<file path="src/rtl/bram_pkg.sv">
// Shared definitions for the BRAM block model: width codes, config bit
// positions, lane shift helper and clear FSM states.
package bram_pkg;

   localparam logic [1:0] W32  = 2'b00;
   localparam logic [1:0] W16  = 2'b01;
   localparam logic [1:0] W8   = 2'b10;
   localparam logic [1:0] WOFF = 2'b11;

   localparam int CFG_WEN  = 4;
   localparam int CFG_OREG = 5;

   typedef enum logic {
      IDLE  = 1'b0,
      CLEAR = 1'b1
   } clr_state_e;

   // Entry-to-word shift for a width code; a disabled port is gated elsewhere.
   function automatic logic [1:0] lane_shift(input logic [1:0] code);
      case (code)
         W16:     lane_shift = 2'd1;
         W8:      lane_shift = 2'd2;
         default: lane_shift = 2'd0;
      endcase
   endfunction

endpackage

</file>
<file path="src/rtl/bram_lane_unit.sv">
// Lane logic: merges narrow write data into a word and extracts a
// zero-extended lane on read.
module bram_lane_unit
   import bram_pkg::*;
(
   input  logic [31:0] old_word,
   input  logic [31:0] wr_data,
   input  logic [1:0]  wr_w,
   input  logic [1:0]  wr_lane,
   output logic [31:0] new_word,
   input  logic [31:0] rd_word,
   input  logic [1:0]  rd_w,
   input  logic [1:0]  rd_lane,
   output logic [31:0] rd_out
);

   always_comb begin
      new_word = old_word;
      case (wr_w)
         W32:     new_word = wr_data;
         W16:     new_word[{wr_lane[0], 4'b0} +: 16] = wr_data[15:0];
         W8:      new_word[{wr_lane, 3'b0} +: 8]     = wr_data[7:0];
         default: ;
      endcase

      rd_out = '0;
      case (rd_w)
         W32:     rd_out        = rd_word;
         W16:     rd_out[15:0]  = rd_word[{rd_lane[0], 4'b0} +: 16];
         W8:      rd_out[7:0]   = rd_word[{rd_lane, 3'b0} +: 8];
         default: ;
      endcase
   end

endmodule

</file>
<file path="config.mk">
export PLATFORM = sky130hd
export DESIGN_NAME = bram_lane_unit
export DESIGN_NICKNAME = d
export VERILOG_FILES = /design/src/rtl/bram_pkg.sv /design/src/rtl/bram_lane_unit.sv
export SDC_FILE = /design/constraint.sdc
export NUM_CORES = 1
export LEC_CHECK = 0
export BUFFER_PORTS_ARGS = -buffer_cell sky130_fd_sc_hd__buf_4
export CAP_MARGIN = 5
export CORE_MARGIN = 2
export CORE_UTILIZATION = 25
export DETAILED_ROUTE_END_ITERATION = 8
export PLACE_DENSITY_LB_ADDON = 0.12
export SYNTH_ARGS = -nofsm -noshare
export SYNTH_HDL_FRONTEND = slang
export SYNTH_SLANG_ARGS = --single-unit
</file>
<file path="constraint.sdc">
create_clock -name vclk -period 3.4
set_input_delay 0.68 -clock vclk [all_inputs]
set_output_delay 0.68 -clock vclk [all_outputs]
set_load 0.005 [all_outputs]
</file>
==> results of run 1 <==
-- cells in the mapped netlist --
cell type / number
nor2_1: 30
and2_1: 27
nand2_1: 26
a21oi_1: 21
a22oi_1: 21
a221o_1: 15
clkbuf_1: 13
nor2b_1: 13
a221oi_1: 11
a211oi_1: 9
buf_2: 8
mux2i_1: 8
mux4_2: 8
o21ai_1: 8
nand2b_1: 7
inv_1: 6
ha_1: 5
o21ai_0: 5
o221ai_1: 5
a21boi_1: 3
a311oi_1: 3
mux2_1: 3
o31ai_1: 3
nor4b_4: 2
a21oi_2: 1
buf_1: 1
buf_4: 1
buf_6: 1
inv_2: 1
nand2b_4: 1
nand4b_1: 1
nor2_4: 1
nor3_1: 1
nor3_2: 1
-- layer usage --
| layer | GRT usage | wire length (microns) | up-vias |
|---|---|---|---|
| met5 | 0 | 0 | - |
| met4 | 0.0308 | 164 | 0 |
| met3 | 0.0367 | 688 | 12 |
| met2 | 0.358 | 4120 | 121 |
| met1 | 0.243 | 3450 | 1239 |
| li1 | - | - | 1334 |
-- cell families (layout without fill, tap and decap cells) --
logic type                 count (synthesis)  in the layout  synth area share
buffers and inverters                     31            181            0.0740
muxes                                     19             19             0.158
and+or+nand+nor                          110            110             0.323
adders and majority gates                  5              5            0.0336
AOI/OAI and AO/OA                        105            105             0.412
-- critical path, delay by kind of cell --
kind | cells | cell delay, ns
AOI/OAI and AO/OA | 1 | 0.16
buffers and inverters | 3 | 0.49
and+or+nand+nor | 3 | 0.90
adders and majority gates | 1 | 0.20
-- area by class of cell --
type                       count  area (sq um)
timing repair buffer         174          1310
fill                         770          4040
inverter                       7          26.3
multi-input combinational    239          1720
tap                           99           124
-- final timing paths --
path / startpoint / end / slack [ns]
worst max-delay path: wr_lane[0] / new_word[27] / 0.28
worst min-delay path: rd_word[26] / rd_out[26] / 1.66
-- power by group through the flow --
stage | Combinational (mW) | Sequential [mW] | Clock (mW)
floorplan | 0.196 | 0 | 0
global placement | 0.438 | 0 | 0
detailed placement | 0.440 | 0 | 0
CTS | 0.442 | 0 | 0
global route | 0.481 | 0 | 0
finish | 0.438 | 0 | 0
-- stage by stage --
stage	worst slack [ns]	hold WS, ns
2_1_floorplan	0.206	1.46
3_3_place_gp	0.242	1.65
3_5_place_dp	0.286	1.66
4_1_cts	0.269	1.66
5_1_grt	0.122	1.66
6_report	0.282	1.66
==> metrics, run 1 <==
IO Count 168; share of final-layout standard cells stronger than drive strength 1 0.450; share of the synthesized area in the top cell type 0.0968; final cycle utilization of the critical path 0.917; cell count after synthesis 270; pwr dens 138 mW/mm^2; most frequent cell on the critical path buf_4; Post-Layout Cell Count 519; vias in the first global route 2750; relative slew slack 0.587; vertical die dimension 90.3 microns; global-route wire length before repair 13500 microns; maximum clock frequency 321 MHz; nets 531; max capacitance violation total 0; Hold Crit Class in -> out; average detailed-routed wire length per instance 16.2 microns; number of optimization iterations in the first detailed-route pass 4; core area 0.00721 sq mm; total of warnings raised by yosys 0; fraction of the yosys area taken by sequential cells 0; count of unique library cells instantiated by Yosys 34; final period demand of the worst path 3.12 ns; total detailed-routing wirelength 8420 microns; CLK BUF 0; Placer Congestion 0.850; Post-CTS Setup Inserts 0; clock network fraction of design power 0; depth of the worst hold-timing path 3; area growth from synthesis to final layout 70.9%; unrepaired setup endpoints after global routing no; critical path data arrival time 2.44 ns; synthesized area divided by synthesized cell count 6.89 sq um; total standard cell area after synthesis 0.00186 sq mm; number of cell rows 31; sequential cell count 0; routed via count divided by cell count 5.21; part of the total power dissipated in combinational logic 1.000; commonest non-fill, non-tap cell in the layout buf_4; outcome finished clean; largest fanout on the critical path 18; cts-stage hold buffer count 0; switching power 0.191 mW; total via count after detailed routing 2706; Crit Path Class in -> out; initial cell density of the core 0.258; cell with the largest stage delay on the worst path nor3_2; Critical Path Source Type input pin; total die area 0.00815 sq mm; maximum cell stage delay along the critical path 0.51 ns; static power due to leakage 1.49 nW; post-route cell area 0.00318 sq mm; switching fraction of total power 0.435; count of unresolved DRC violations after routing 0; Total Power Consumption 0.438 mW; drt first-iter violations 98; remaining number of nets flagged by the antenna check after routing 0; total nets after synthesis 379; Yosys top cell by area mux4_2; number of placed instances with taps included 519; Critical Path RT 2.72 ns; biggest area contributors in the synthesized netlist mux4_2 9.7%, and2_1 9.1%, a22oi_1 8.5%; antenna violations before repair 0; category of the worst setup path capture point output port; Area after DPL 0.00318 sq mm; post-cts resize count 0; Util after Layout 0.441; ant diodes 0; Max VDD drop 61.5 uV; internal power of the cells 0.247 mW; Final Hold Viols 0; register share of total power 0; GRT Total Usage 0.196; most used cells in the layout excluding fill and tap cells 174 x buf_4, 30 x nor2_1, 27 x and2_1; number of max-slew violations in the final report 0; width of the die 90.3 microns; number of endpoints failing setup at the final stage 0; aggregate negative setup slack 0 ns; register area 0 sq um; final global-route overflow total 0; HPWL after detailed placement 6730 microns; largest net degree at the start of global routing 29; worst-margin pin slew 0.620 ns; Cell Chain, Critical Path buf_4, buf_4, ha_1, nand2b_1, nor3_2, a221oi_1, nor2_1, buf_4; IO buf count 168
No activity file was read; power rests on OpenSTA's default activity.
==> run 2, diff against run 1 <==
Settings changed: CORE_MARGIN 2 to default.
==> run 2 against run 1 <==
  * Power fell by 0.15%
  * First-iteration DRC count grew 1.0%
  * Die area fell by 4.4%
  * Via count rose by 0.81%
  * Worst hold slack got worse by 0.0032 ns
  * Non-clock buffer count unchanged
  * Core utilization is the same
  * Critical path depth did not move
  * Sequential share of layout area is the same
  * Global-route usage up 0.26 points
  * Fmax down 0.32%
  * Routed wire length fell by 0.90%
  * Critical endpoint is now new_word[18]
  * Largest power group unchanged
==> metrics, run 2 (synthesis results as in run 1) <==
outcome finished clean; hold_sp rd_word[31]; unrepaired setup endpoints after global routing no; drt first-iter violations 99; Crit Path Class in -> out; total die area 0.00779 sq mm; GRT Total Usage 0.199; number of endpoints failing setup at the final stage 0; average detailed-routed wire length per instance 16.1 microns; nets 531; switching fraction of total power 0.436; area growth from synthesis to final layout 70.9%; final period demand of the worst path 3.13 ns; Placer Congestion 0.784; remaining number of nets flagged by the antenna check after routing 0; max capacitance violation total 0; Total Power Consumption 0.437 mW; most used cells in the layout excluding fill and tap cells 174 x buf_4, 30 x nor2_1, 27 x and2_1; final worst slack 0.272 ns; aggregate negative setup slack 0 ns; register area 0 sq um; worst-margin pin slew 0.704 ns; antenna violations before repair 0; Critical Path RT 2.72 ns; global-route wire length before repair 12400 microns; vias in the first global route 2432; number of optimization iterations in the first detailed-route pass 4; IO Count 168; static power due to leakage 1.49 nW; sequential cell count 0; initial cell density of the core 0.258; CLK BUF 0; IO buf count 168; share of final-layout standard cells stronger than drive strength 1 0.450; Max VDD drop 64.4 uV; register share of total power 0; WHS Endpoint rd_out[31]; depth of the worst hold-timing path 3; post-cts resize count 0; switching power 0.191 mW; vertical die dimension 88.3 microns; number of cell rows 31; maximum clock frequency 320 MHz; Hold Crit Class in -> out; Post-CTS Setup Inserts 0; category of the worst setup path capture point output port; area of the multi-input gates 0.00172 sq mm; filler instances 759; Post-Layout Cell Count 519; count of unresolved DRC violations after routing 0; number of placed instances with taps included 519; Final Hold Viols 0; relative slew slack 0.529; total via count after detailed routing 2728; core area 0.00721 sq mm; width of the die 88.3 microns; pwr dens 138 mW/mm^2; worst slack after detailed placement 0.266 ns; final cycle utilization of the critical path 0.920; final global-route overflow total 0; clock network fraction of design power 0; ant diodes 0; largest net degree at the start of global routing 29; part of the total power dissipated in combinational logic 1.000; total detailed-routing wirelength 8350 microns; routed via count divided by cell count 5.26; critical path data arrival time 2.45 ns; HPWL after detailed placement 6600 microns; internal power of the cells 0.247 mW; number of max-slew violations in the final report 0; commonest non-fill, non-tap cell in the layout buf_4; cts-stage hold buffer count 0; Critical Path Source Type input pin; largest fanout on the critical path 8
-- run 2: worst max-delay path by stage --
| stage | startpoint | end | cells after the start |
|---|---|---|---|
| 6_report | wr_lane[1] | new_word[18] | 8 |
| 5_1_grt | wr_lane[0] | new_word[19] | 8 |
| 4_1_cts | wr_lane[1] | new_word[18] | 8 |
| 3_5_place_dp | wr_lane[1] | new_word[18] | 8 |
| 3_3_place_gp | wr_lane[0] | new_word[19] | 8 |
| 2_1_floorplan | wr_lane[0] | new_word[18] | 8 |
-- run 2: per-layer routing --
layer  wire, microns  GRT usage  share of wire  up-vias
met5               0          0              0        -
met4              19    0.00440         0.0023        0
met3             574     0.0159          0.069        2
met2            3910      0.331           0.47      110
met1            3840      0.295           0.46     1279
li1                -          -              -     1337
-- run 2: power by group through the flow --
stage / Clock (mW) / Sequential (mW) / Combinational [mW]
after CTS: 0 / 0 / 0.440
final: 0 / 0 / 0.437
after global routing: 0 / 0 / 0.479
after floorplan: 0 / 0 / 0.196
after detailed placement: 0 / 0 / 0.439
after global placement: 0 / 0 / 0.434
-- run 2: layout make-up --
type / instances / share of cell area
inverters: 7 / 0.00826
well taps: 99 / 0.0390
repair buffers: 174 / 0.411
multi-input cells: 239 / 0.542
-- run 2: critical path, stage by stage --
cell and delay, ns:
buf_4 0.09, inv_1 0.06, ha_1 0.43, nand2b_4 0.10, nor4b_4 0.51, nand2_1 0.10, a311oi_1 0.30, buf_4 0.16
-- run 2: stage by stage --
stage | util | hold WS [ns] | cell area (sq um)
after global routing | 0.441 | 1.67 | 3180
after CTS | 0.441 | 1.65 | 3180
final | 0.441 | 1.65 | 3180
after floorplan | - | 1.46 | 1860
after global placement | 0.441 | 1.65 | 3180
after detailed placement | 0.441 | 1.65 | 3180
==> run 3, diff against run 2 <==
Settings changed: GPL_TIMING_DRIVEN from default to 0.
==> run 3 against run 2 <==
  * Largest cell class unchanged
  * Via count rose by 4.9%
  * Largest power group unchanged
  * Setup slack got worse by 0.13 ns
  * Combinational power rose by 3%
  * Fmax fell by 4.1%
  * Critical endpoint is now new_word[6]
  * Die area did not move
  * Cell area rose by 2.0%
==> metrics, run 3 (synthesis results as in run 1) <==
outcome finished clean; Hold Crit Class in -> out; total via count after detailed routing 2862; Placer Congestion 0.775; number of max-slew violations in the final report 0; area growth from synthesis to final layout 74.4%; total detailed-routing wirelength 8910 microns; final period demand of the worst path 3.26 ns; largest net degree at the start of global routing 11; category of the worst setup path capture point output port; total die area 0.00779 sq mm; number of endpoints failing setup at the final stage 0; average detailed-routed wire length per instance 16.7 microns; antenna violations before repair 0; GRT Total Usage 0.209; maximum cell stage delay along the critical path 0.54 ns; IO buf count 164; IO Count 168; cts-stage hold buffer count 0; vias in the first global route 2540; commonest non-fill, non-tap cell in the layout buf_4; Critical Path RT 2.72 ns; final global-route overflow total 0; nets 546; vertical die dimension 88.3 microns; most frequent cell on the critical path buf_4; Cell Chain, Critical Path buf_4, buf_6, inv_1, ha_4, nand2b_1, buf_2, nor4b_4, a22oi_1, o21ai_1, buf_4; register share of total power 0; clock network fraction of design power 0; internal power of the cells 0.251 mW; most used cells in the layout excluding fill and tap cells 167 x buf_4, 30 x nor2_1, 27 x and2_1; CLK BUF 0; width of the die 88.3 microns; initial cell density of the core 0.258; Max VDD drop 50.2 uV; core area 0.00721 sq mm; Crit Path Class in -> out; sequential cell count 0; HPWL after detailed placement 7150 microns; largest fanout on the critical path 10; hold slack final 1.65 ns; number of optimization iterations in the first detailed-route pass 4; number of cell rows 31; switching fraction of total power 0.441; remaining number of nets flagged by the antenna check after routing 0; routed via count divided by cell count 5.36; switching power 0.198 mW; drt first-iter violations 128; static power due to leakage 1.51 nW; aggregate negative setup slack 0 ns; relative slew slack 0.630; worst-margin pin slew 0.553 ns; part of the total power dissipated in combinational logic 1.000; ant diodes 0; cell with the largest stage delay on the worst path nor4b_4; register area 0 sq um; unrepaired setup endpoints after global routing no; global-route wire length before repair 12900 microns; final cycle utilization of the critical path 0.959; count of unresolved DRC violations after routing 0; max capacitance violation total 0; filler instances 788; pwr dens 138 mW/mm^2; maximum clock frequency 307 MHz; Critical Path Source Type input pin; share of final-layout standard cells stronger than drive strength 1 0.439; critical path data arrival time 2.58 ns; Final Hold Viols 0
## run 3: layer usage
layer	vias up	track usage	wire length (microns)
li1	1369	-	-
met1	1368	0.299	3910
met2	125	0.355	4220
met3	0	0.0233	774
met4	0	0.00733	0
met5	-	0	0
## run 3: cell type report
cell class                 count  area, sq um  area share
buffer                        23          113      0.0347
inverter                       7         26.3     0.00810
multi-input combinational    239         1740       0.535
tap                           99          124      0.0382
timing repair buffer         166         1250       0.384
## run 3: worst max-delay path, delay by kind of cell
family	cells	cell delay (ns)
buffers and inverters	5	0.81
and+or+nand+nor	2	0.60
AOI/OAI and AO/OA	2	0.30
adders and majority gates	1	0.20
## run 3: metrics by stage
stage	cell area (sq um)	power, mW	worst slack, ns	util	cells
6_report	3240	0.449	0.140	0.450	534
4_1_cts	3230	0.447	0.0630	0.448	534
5_1_grt	3240	0.488	0.0141	0.450	534
2_1_floorplan	1860	0.196	0.206	-	270
3_5_place_dp	3220	0.444	-0.468	0.446	533
3_3_place_gp	3220	0.440	-0.423	0.446	533
## run 3: final timing paths
path                         from          end  cells past startpoint
worst min-delay path  rd_word[17]   rd_out[17]                      3
worst max-delay path   wr_lane[0]  new_word[6]                     10
## run 3: what timing repair did
action	CTS	global route
buffers inserted	2	0
gates resized for setup	3	1
pin swaps	1	1
setup endpoints to repair	32	8
## run 3: power by group through the flow
stage | Clock (mW) | Sequential, mW | Combinational (mW)
6_report | 0 | 0 | 0.449
2_1_floorplan | 0 | 0 | 0.196
5_1_grt | 0 | 0 | 0.488
3_5_place_dp | 0 | 0 | 0.444
3_3_place_gp | 0 | 0 | 0.440
4_1_cts | 0 | 0 | 0.447
